`config.mk`:
```
export PLATFORM = sky130hd
export DESIGN_NAME = ls253_scan_ctrl
export DESIGN_NICKNAME = d
export VERILOG_FILES = /design/src/rtl/ls253_scan_pkg.sv /design/src/rtl/ls253_settle_timer.sv /design/src/rtl/ls253_scan_ctrl.sv
export SDC_FILE = /design/constraint.sdc
export NUM_CORES = 1
export LEC_CHECK = 0
export ABC_CLOCK_PERIOD_IN_PS = 2500
export CAP_MARGIN = 20
export CORE_UTILIZATION = 53
export CTS_CLUSTER_DIAMETER = 80
export DETAILED_ROUTE_END_ITERATION = 16
export PLACE_DENSITY = 0.78
export SLEW_MARGIN = 20
export SYNTH_ARGS = -nofsm -noshare
export SYNTH_HDL_FRONTEND = slang
export SYNTH_SLANG_ARGS = --single-unit
```
`constraint.sdc`:
```
create_clock -name clk -period 2.5 [get_ports clk]
set_clock_uncertainty 0.05 [all_clocks]
set_input_delay 0.5 -clock clk [delete_from_list [all_inputs] [get_ports clk]]
set_output_delay 0.5 -clock clk [all_outputs]
set_load 0.01 [all_outputs]
```
`src/rtl/ls253_scan_pkg.sv`:
```
// Shared types and sizes for the 74LS253 scan controller.
package ls253_scan_pkg;

  localparam int NUM_CH  = 4;
  localparam int NUM_SEC = 2;
  localparam int CH_W    = 2;
  localparam int SNAP_W  = NUM_CH * NUM_SEC;

  typedef enum logic [1:0] {
    IDLE   = 2'd0,
    SETTLE = 2'd1,
    SAMPLE = 2'd2,
    DONE   = 2'd3
  } scan_state_e;

endpackage

```
`src/rtl/ls253_settle_timer.sv`:
```
// Loadable down-counter; expired is high while the count sits at zero.
module ls253_settle_timer #(
  parameter int SETTLE_W = 4
) (
  input  logic                clk,
  input  logic                rst,
  input  logic                load,
  input  logic [SETTLE_W-1:0] load_val,
  input  logic                dec,
  output logic                expired
);

  logic [SETTLE_W-1:0] cnt_q, cnt_d;

  always_comb begin
    cnt_d = cnt_q;
    if (load) begin
      cnt_d = load_val;
    end else if (dec && (cnt_q != '0)) begin
      cnt_d = cnt_q - 1'b1;
    end
  end

  always_ff @(posedge clk or posedge rst) begin
    if (rst) begin
      cnt_q <= '0;
    end else begin
      cnt_q <= cnt_d;
    end
  end

  assign expired = (cnt_q == '0);

endmodule

```
`src/rtl/ls253_scan_ctrl.sv`:
```
// Scan sequencer for a dual 4-to-1 mux: steps channels, settles, samples Y1/Y2 into a snapshot.
// Define LS253_SCAN_AUTO_EN to let a held start restart the scan directly from DONE.
module ls253_scan_ctrl
  import ls253_scan_pkg::*;
#(
  parameter int SETTLE_CYCLES = 2,
  parameter int SETTLE_W      = 4
) (
  input  logic               clk,
  input  logic               rst,
  input  logic               start,
  input  logic [NUM_SEC-1:0] sec_en,
  output logic               busy,
  output logic               done,
  output logic [SNAP_W-1:0]  data,
  output logic               mux_a,
  output logic               mux_b,
  output logic [NUM_SEC-1:0] mux_en_n,
  input  logic [NUM_SEC-1:0] mux_y
);

  // Counter counts down to zero, so SETTLE lasts load value + 1 cycles.
  localparam logic [SETTLE_W-1:0] SETTLE_LOAD = SETTLE_W'(SETTLE_CYCLES - 1);
  localparam logic [CH_W-1:0]     LAST_CH     = CH_W'(NUM_CH - 1);

  scan_state_e        state_q, state_d;
  logic [CH_W-1:0]    ch_q, ch_d;
  logic [NUM_SEC-1:0] sec_q, sec_d;
  logic [SNAP_W-1:0]  shadow_q, shadow_d;
  logic [SNAP_W-1:0]  data_q, data_d;
  logic               busy_q, busy_d;
  logic               done_q, done_d;
  logic [CH_W-1:0]    sel_q, sel_d;
  logic [NUM_SEC-1:0] en_n_q, en_n_d;
  logic               tmr_load, tmr_dec, tmr_expired;

  ls253_settle_timer #(
    .SETTLE_W (SETTLE_W)
  ) u_timer (
    .clk      (clk),
    .rst      (rst),
    .load     (tmr_load),
    .load_val (SETTLE_LOAD),
    .dec      (tmr_dec),
    .expired  (tmr_expired)
  );

  always_comb begin
    state_d  = state_q;
    ch_d     = ch_q;
    sec_d    = sec_q;
    shadow_d = shadow_q;
    tmr_load = 1'b0;
    tmr_dec  = 1'b0;

    case (state_q)
      IDLE: begin
        if (start && (sec_en != '0)) begin
          sec_d    = sec_en;
          ch_d     = '0;
          shadow_d = '0;
          tmr_load = 1'b1;
          state_d  = SETTLE;
        end
      end
      SETTLE: begin
        if (tmr_expired) begin
          state_d = SAMPLE;
        end else begin
          tmr_dec = 1'b1;
        end
      end
      SAMPLE: begin
        shadow_d[{ch_q, 1'b0} +: NUM_SEC] = mux_y & sec_q;
        if (ch_q == LAST_CH) begin
          state_d = DONE;
        end else begin
          ch_d     = ch_q + 1'b1;
          tmr_load = 1'b1;
          state_d  = SETTLE;
        end
      end
      DONE: begin
        state_d = IDLE;
`ifdef LS253_SCAN_AUTO_EN
        if (start && (sec_en != '0)) begin
          sec_d    = sec_en;
          ch_d     = '0;
          shadow_d = '0;
          tmr_load = 1'b1;
          state_d  = SETTLE;
        end
`endif
      end
      default: state_d = IDLE;
    endcase

    // Outputs are decoded from the next state so they line up with it after the edge.
    busy_d = (state_d == SETTLE) || (state_d == SAMPLE);
    done_d = (state_d == DONE);
    data_d = done_d ? shadow_d : data_q;
    sel_d  = busy_d ? ch_d : '0;
    en_n_d = busy_d ? ~sec_d : '1;
  end

  always_ff @(posedge clk or posedge rst) begin
    if (rst) begin
      state_q  <= IDLE;
      ch_q     <= '0;
      sec_q    <= '0;
      shadow_q <= '0;
      data_q   <= '0;
      busy_q   <= 1'b0;
      done_q   <= 1'b0;
      sel_q    <= '0;
      en_n_q   <= '1;
    end else begin
      state_q  <= state_d;
      ch_q     <= ch_d;
      sec_q    <= sec_d;
      shadow_q <= shadow_d;
      data_q   <= data_d;
      busy_q   <= busy_d;
      done_q   <= done_d;
      sel_q    <= sel_d;
      en_n_q   <= en_n_d;
    end
  end

  assign busy     = busy_q;
  assign done     = done_q;
  assign data     = data_q;
  assign mux_a    = sel_q[0];
  assign mux_b    = sel_q[1];
  assign mux_en_n = en_n_q;

endmodule

```
# After elaboration in Yosys (flattened, before gate mapping)
# Index checks and enable logic that the tools add are counted.
# word_totals
ff_bits	32
ramBits	0
out_inout_bits	14
romBits	0
memories	0
latch_bits	0
# op_classes
add_sub_neg	3
bitwise_logic	2
n_mux	21
n_reduce_logical	8
eq_ne	7
div_mod_pow	0
shifts	2
n_lt_le_gt_ge	0
mul	0
# op_table
op	n
2-to-1 mux 2 bit	9
case mux 8 bit (2 select lines)	1
equality test 2 bit, second input constant	5
bitwise mux 8 bit	1
2-to-1 mux 4 bit	2
2-to-1 mux 8 bit	1
case mux 2 bit (4 select lines)	1
variable shift 2 x 5 -> 8 bit, first input constant	1
indexed part select 2 x 5 -> 8 bit	1
negation 3 -> 5 bit	1
equality test 2 x 1 -> 1 bit, second input constant	2
zero test 4 bit	1
2-to-1 mux 1 bit	4
case mux 2 bit (2 select lines)	1
nonzero test 2 bit	2
nonzero test 4 bit	1
subtractor 4 x 1 -> 4 bit, second input constant	1
adder 2 x 1 -> 2 bit, second input constant	1
bitwise AND 2 bit	1
logical AND 1 bit	2
zero test 2 bit	1
NOT 2 bit	1
case mux 1 bit (2 select lines)	1
logical OR 1 bit	1

# Longest topological paths before layout
# depth
ltp_word	7
depth_mapped	10
mapped_depth_nobuf	8

# Hierarchy
# From an unflattened synthesis, not the netlist that was laid out.
# hier_totals
hier_cells	146
area_unflattened_um2	1525.2
# by_module_without_submodules
mod	area_each_um2	instances	seq_area_each_um2	cells_each
ls253_scan_ctrl	1263.7	1	703.2	118
ls253_settle_timer	261.5	1	100.1	28

# Worst setup path after synthesis
# OpenSTA, ideal clock, no wires.
# synth_timing
path_kind	flip-flop to flip-flop
from	reg u_timer.cnt_q[0]
to	reg data_q[5] (netlist: data[5])
t_required_ns	2.368
setup_ns	0.082
stages_incl_launch_ff	11
period_less_slack_ns	2.019
arrival_time_ns	1.887
setup_slack_ns	0.481
path_cell_list	dfrtp_1 inv_1 ha_1 nor3b_1 nand2_1 o21ai_0 ha_1 clkbuf_1 clkbuf_1 nor2_1 a31oi_1
# synth_between
elab_chain_len	4
# synth_lines
item	line	text
start, declared	ls253_settle_timer.sv:13	logic [SETTLE_W-1:0] cnt_q, cnt_d;
start signal, assigned	ls253_settle_timer.sv:28	cnt_q <= cnt_d;
zero test 4 bit	ls253_settle_timer.sv:32	assign expired = (cnt_q == '0);
2-to-1 mux 2 bit	ls253_scan_ctrl.sv:67	if (tmr_expired) begin
case mux 2 bit (4 select lines)	ls253_scan_ctrl.sv:56	case (state_q)
named net state_d[1]	ls253_scan_ctrl.sv:26	scan_state_e state_q, state_d;
equality test 2 bit	ls253_scan_ctrl.sv:100	done_d = (state_d == DONE);
named net done_d	ls253_scan_ctrl.sv:32	logic done_q, done_d;
end signal, assigned	ls253_scan_ctrl.sv:122	data_q <= data_d;
end, declared	ls253_scan_ctrl.sv:30	logic [SNAP_W-1:0] data_q, data_d;
# The timed path passes the listed nets, and every way through them passes these cells.
# A chain may end at the register's enable or synchronous reset.

# Worst setup path after layout
# layout_timing
from	reg u_timer.cnt_q[0]
to	reg data_q[7] (netlist: data[7])
# Same word-level chain as after synthesis.

==> impl_metrics.xml <==
<?xml version="1.0" encoding="UTF-8"?>
<metrics>
  <group name="floorplanning">
    <metric name="initial_core_util" unit="%">57.8</metric>
    <metric name="design.core.area" unit="µm²">2540</metric>
    <metric name="die_h" unit="µm">54.7</metric>
    <metric name="dieArea" unit="µm²">2990</metric>
    <metric name="io_pins" unit="">21</metric>
    <metric name="count_of_standard_cell_rows" unit="">18</metric>
    <metric name="die_w" unit="µm">54.7</metric>
  </group>
  <group name="clock_network">
    <metric name="cts_max_path_buffers" unit="">2</metric>
    <metric name="clock_sink_count" unit="">32</metric>
    <metric name="cts_setup_buffers" unit="">0</metric>
    <metric name="cts_tree" unit="">yes</metric>
    <metric name="clock-root-buffer" unit="">sky130_fd_sc_hd__clkbuf_4</metric>
    <metric name="post_cts.resized_instances" unit="">0</metric>
    <metric name="clk_transition_reported_paths" unit="ps">100</metric>
    <metric name="cts_hold_buffers" unit="">0</metric>
    <metric name="cts-buffers-inserted" unit="">5</metric>
    <metric name="htree_num_levels" unit="">2</metric>
    <metric name="insertion_delay" unit="ps">330</metric>
  </group>
  <group name="synth">
    <metric name="synth_compound_gate_area_share" unit="%">11.3</metric>
    <metric name="ys_types" unit="">33</metric>
    <metric name="synth-xor-area-share" unit="%">0.595</metric>
    <metric name="synth-warning-count" unit="">0</metric>
    <metric name="post_synthesis_simple_gate_area_fraction" unit="%">18.7</metric>
    <metric name="yosys.area_share.adder" unit="%">7.65</metric>
    <metric name="synth_async_sr_flop_share" unit="%">100</metric>
    <metric name="synthesis.instances" unit="">140</metric>
    <metric name="postSynthAreaPerCell" unit="µm²">10.5</metric>
    <metric name="synth_top_family_by_area" unit="">simple AND/OR/NAND/NOR gates</metric>
    <metric name="synth_ff_type" unit="">sky130_fd_sc_hd__dfrtp_1</metric>
    <metric name="yosys.area.top_type_share" unit="%">51.0</metric>
    <metric name="synth.net_count" unit="">156</metric>
    <metric name="synth.top_cells.by_count" unit="">sky130_fd_sc_hd__dfrtp_1, sky130_fd_sc_hd__nand2_1, sky130_fd_sc_hd__nor2_1</metric>
    <metric name="post-synth-top-count-cell" unit="">sky130_fd_sc_hd__dfrtp_1</metric>
    <metric name="synth.mux.area_fraction" unit="%">4.08</metric>
    <metric name="synth_sequential_area_ratio" unit="%">54.6</metric>
    <metric name="number_of_enable_flip_flop_cells_after_synthesis" unit="">0</metric>
    <metric name="synth_area" unit="µm²">1470</metric>
    <metric name="synth_top_cells_by_area" unit="">sky130_fd_sc_hd__dfrtp_1, sky130_fd_sc_hd__ha_1, sky130_fd_sc_hd__nand2_1, sky130_fd_sc_hd__mux2i_1, sky130_fd_sc_hd__nor2_1</metric>
    <metric name="yosys_register_bits" unit="">32</metric>
    <metric name="synth_top_cell_by_area" unit="">sky130_fd_sc_hd__dfrtp_1</metric>
  </group>
  <group name="setup_path">
    <metric name="cp-startpoint" unit="">u_timer.cnt_q[0]</metric>
    <metric name="crit_chain" unit="">inv_1 &gt; ha_1 &gt; nor3b_1 &gt; nand2_1 &gt; o21ai_0 &gt; ha_1 &gt; nor2_1 &gt; a31oi_1</metric>
    <metric name="cp.depth" unit="">8</metric>
    <metric name="r2r_start" unit="">u_timer.cnt_q[0]</metric>
    <metric name="crit_path_top_delay_cell" unit="">sky130_fd_sc_hd__ha_1</metric>
    <metric name="timing.critical_path.buf_inv" unit="">1</metric>
    <metric name="critPathTopFamily" unit="">adder cells</metric>
    <metric name="cp.arrival" unit="ps">2450</metric>
    <metric name="reg2reg_setup_slack" unit="ps">250</metric>
    <metric name="crit_path_max_incr_delay" unit="ps">580</metric>
    <metric name="critical_path_class" unit="">flip-flop to flip-flop</metric>
    <metric name="worst_reg_to_reg_cells" unit="">8</metric>
    <metric name="rr_endpoint" unit="">data[7]</metric>
    <metric name="setup_crit_start_kind" unit="">flip-flop</metric>
    <metric name="cp_max_fo" unit="">17</metric>
    <metric name="end_kind" unit="">flip-flop</metric>
    <metric name="critical_path.endpoint" unit="">data[7]</metric>
    <metric name="path_common_cell" unit="">sky130_fd_sc_hd__ha_1</metric>
    <metric name="cp.required" unit="ps">2700</metric>
  </group>
  <group name="global_route">
    <metric name="grt_max_degree" unit="">33</metric>
    <metric name="grt_remaining_overflow" unit="">0</metric>
    <metric name="wire_length_of_the_first_global_routing_pass" unit="mm">4.37</metric>
    <metric name="grt_antenna_before_repair" unit="">0</metric>
    <metric name="number_of_global_route_vias_before_repair" unit="">1023</metric>
    <metric name="global_route_usage_over_all_layers" unit="%">21.7</metric>
  </group>
  <group name="power_and_ir_drop">
    <metric name="power.net_switching" unit="mW">0.750</metric>
    <metric name="sw_frac_of_total" unit="%">36.5</metric>
    <metric name="power_frac_seq" unit="%">42.9</metric>
    <metric name="power.density_cell_area" unit="nW/µm²">1160</metric>
    <metric name="power_after_layout" unit="mW">2.05</metric>
    <metric name="pwr-share-clk" unit="%">16.3</metric>
    <metric name="combPwrFrac" unit="%">40.7</metric>
    <metric name="vdd_ir_drop_max" unit="µV">835</metric>
    <metric name="p_leak" unit="nW">0.828</metric>
    <metric name="p_int" unit="mW">1.30</metric>
  </group>
  <group name="final_layout">
    <metric name="area_growth_syn_to_layout" unit="%">20.3</metric>
    <metric name="fillerInstances" unit="">197</metric>
    <metric name="fin_area" unit="µm²">1770</metric>
    <metric name="diodes" unit="">0</metric>
    <metric name="final_nets" unit="">181</metric>
    <metric name="layout.cells.non_filler" unit="">196</metric>
    <metric name="proportion_of_layout_cells_with_a_drive_suffix_above_1" unit="%">7.83</metric>
  </group>
  <group name="sta">
    <metric name="fin_hold_ws" unit="ps">476</metric>
    <metric name="layout_worst_path_cycle_share" unit="%">90.0</metric>
    <metric name="max_freq" unit="GHz">0.444</metric>
    <metric name="relSlewSlack" unit="%">62.9</metric>
    <metric name="grt_setup_unrepaired" unit="">no</metric>
    <metric name="finalMaxSlewViolations" unit="">0</metric>
    <metric name="worst_slew_pin_slew" unit="ps">557</metric>
    <metric name="timing.final.hold_violations" unit="">0</metric>
    <metric name="setup-tns-final" unit="ps">0</metric>
    <metric name="post_route_minimum_period" unit="ps">2250</metric>
    <metric name="setup_violations" unit="">0</metric>
  </group>
  <group name="place">
    <metric name="place.detailed.hpwl" unit="mm">1.94</metric>
    <metric name="port_buffers" unit="">20</metric>
    <metric name="placed_area" unit="µm²">1700</metric>
    <metric name="post-place-cells" unit="">188</metric>
    <metric name="place_congestion" unit="">0.815</metric>
  </group>
  <group name="run">
    <metric name="cap_viol_max_count" unit="">0</metric>
  </group>
  <group name="detailed_routing">
    <metric name="antenna_violating_nets_post_route" unit="">0</metric>
    <metric name="drc" unit="">0</metric>
    <metric name="wirelength" unit="mm">2.71</metric>
    <metric name="dr.pass1.iters" unit="">4</metric>
    <metric name="dr.first_iter.drc_count" unit="">30</metric>
    <metric name="routed-via-count" unit="">1091</metric>
    <metric name="routed_via_density" unit="">5.57</metric>
    <metric name="post_drt_wl_per_cell" unit="µm">13.8</metric>
  </group>
  <group name="run_status">
    <metric name="status" unit="">finished clean</metric>
  </group>
  <group name="worst_hold_path">
    <metric name="worst_hold_path_type" unit="">input pin to async pin</metric>
  </group>
</metrics>
tightest hold or removal path, delay by kind of cell:
family   cells  cell delay (ps)
buf+inv      3              790
sequential cells by signal (all words and copies together) (netlist names):
name           count
data               8
shadow_q           8
u_timer.cnt_q      4
ch_q               2
mux_en_n           2
sec_q              2
sel_q              2
state_q            2
busy               1
done               1
per-stage QoR:
stage / worst slack [ps] / utilization (%)
after floorplan: 481 / -
after global placement: 178 / 66.9
after detailed placement: 84.2 / 66.9
after CTS: 257 / 69.6
after global routing: 6.15 / 69.6
final: 250 / 69.6
layout by cell type (no fill, tap or decap), drive strengths merged, types with 4 or more instances in the layout:
cell	instances
mux2i	6
nor2	15
dfrtp	30
inv	6
or2	4
clkbuf	8
clkdlybuf4s50	20
nand2	17
o21ai	10
ha	9
nand4	5
a31oi	8
worst min path at each step:
stage | depth (start not counted) | from | endpoint
after floorplan | 2 | shadow_q[0] | shadow_q[0]
after global placement | 2 | shadow_q[0] | shadow_q[0]
after detailed placement | 2 | shadow_q[7] | shadow_q[7]
after CTS | 2 | shadow_q[7] | shadow_q[7]
after global routing | 2 | shadow_q[7] | shadow_q[7]
final | 3 | rst | state_q[1]
cell type report:
| type | instances | area, µm² | share of cell area [%] |
|---|---|---|---|
| multi-input cells | 98 | 623 | 35.2 |
| repair buffers | 22 | 215 | 12.2 |
| well taps | 30 | 37.5 | 2.12 |
| inverters | 6 | 22.5 | 1.27 |
| clock buffers | 8 | 68.8 | 3.89 |
| flip-flops and latches | 32 | 803 | 45.4 |
power groups by stage:
stage	registers [mW]	clock network, mW	logic [mW]
2_1_floorplan	0.878	0	0.506
3_3_place_gp	0.883	0	0.803
3_5_place_dp	0.890	0	0.844
4_1_cts	0.881	0.346	0.845
5_1_grt	0.906	0.371	0.937
6_report	0.882	0.336	0.837
routing by layer:
| metal | vias up | track usage [%] | routed length (µm) |
|---|---|---|---|
| li1 | 532 | - | - |
| met1 | 523 | 27.0 | 1300 |
| met5 | - | 0 | 0 |
| met3 | 5 | 9.72 | 159 |
| met4 | 0 | 9.83 | 31 |
| met2 | 31 | 31.9 | 1210 |
cell families (layout without fill, tap and decap cells):
kind of cell | Yosys count | after routing
and+or+nand+nor | 56 | 56
DFF | 32 | 32
AOI/OAI and AO/OA | 26 | 26
buffers and inverters | 10 | 36
adders and majority gates | 9 | 9
muxes | 6 | 6
xor gates and xnor gates | 1 | 1
(Power assumes the default switching activity.)
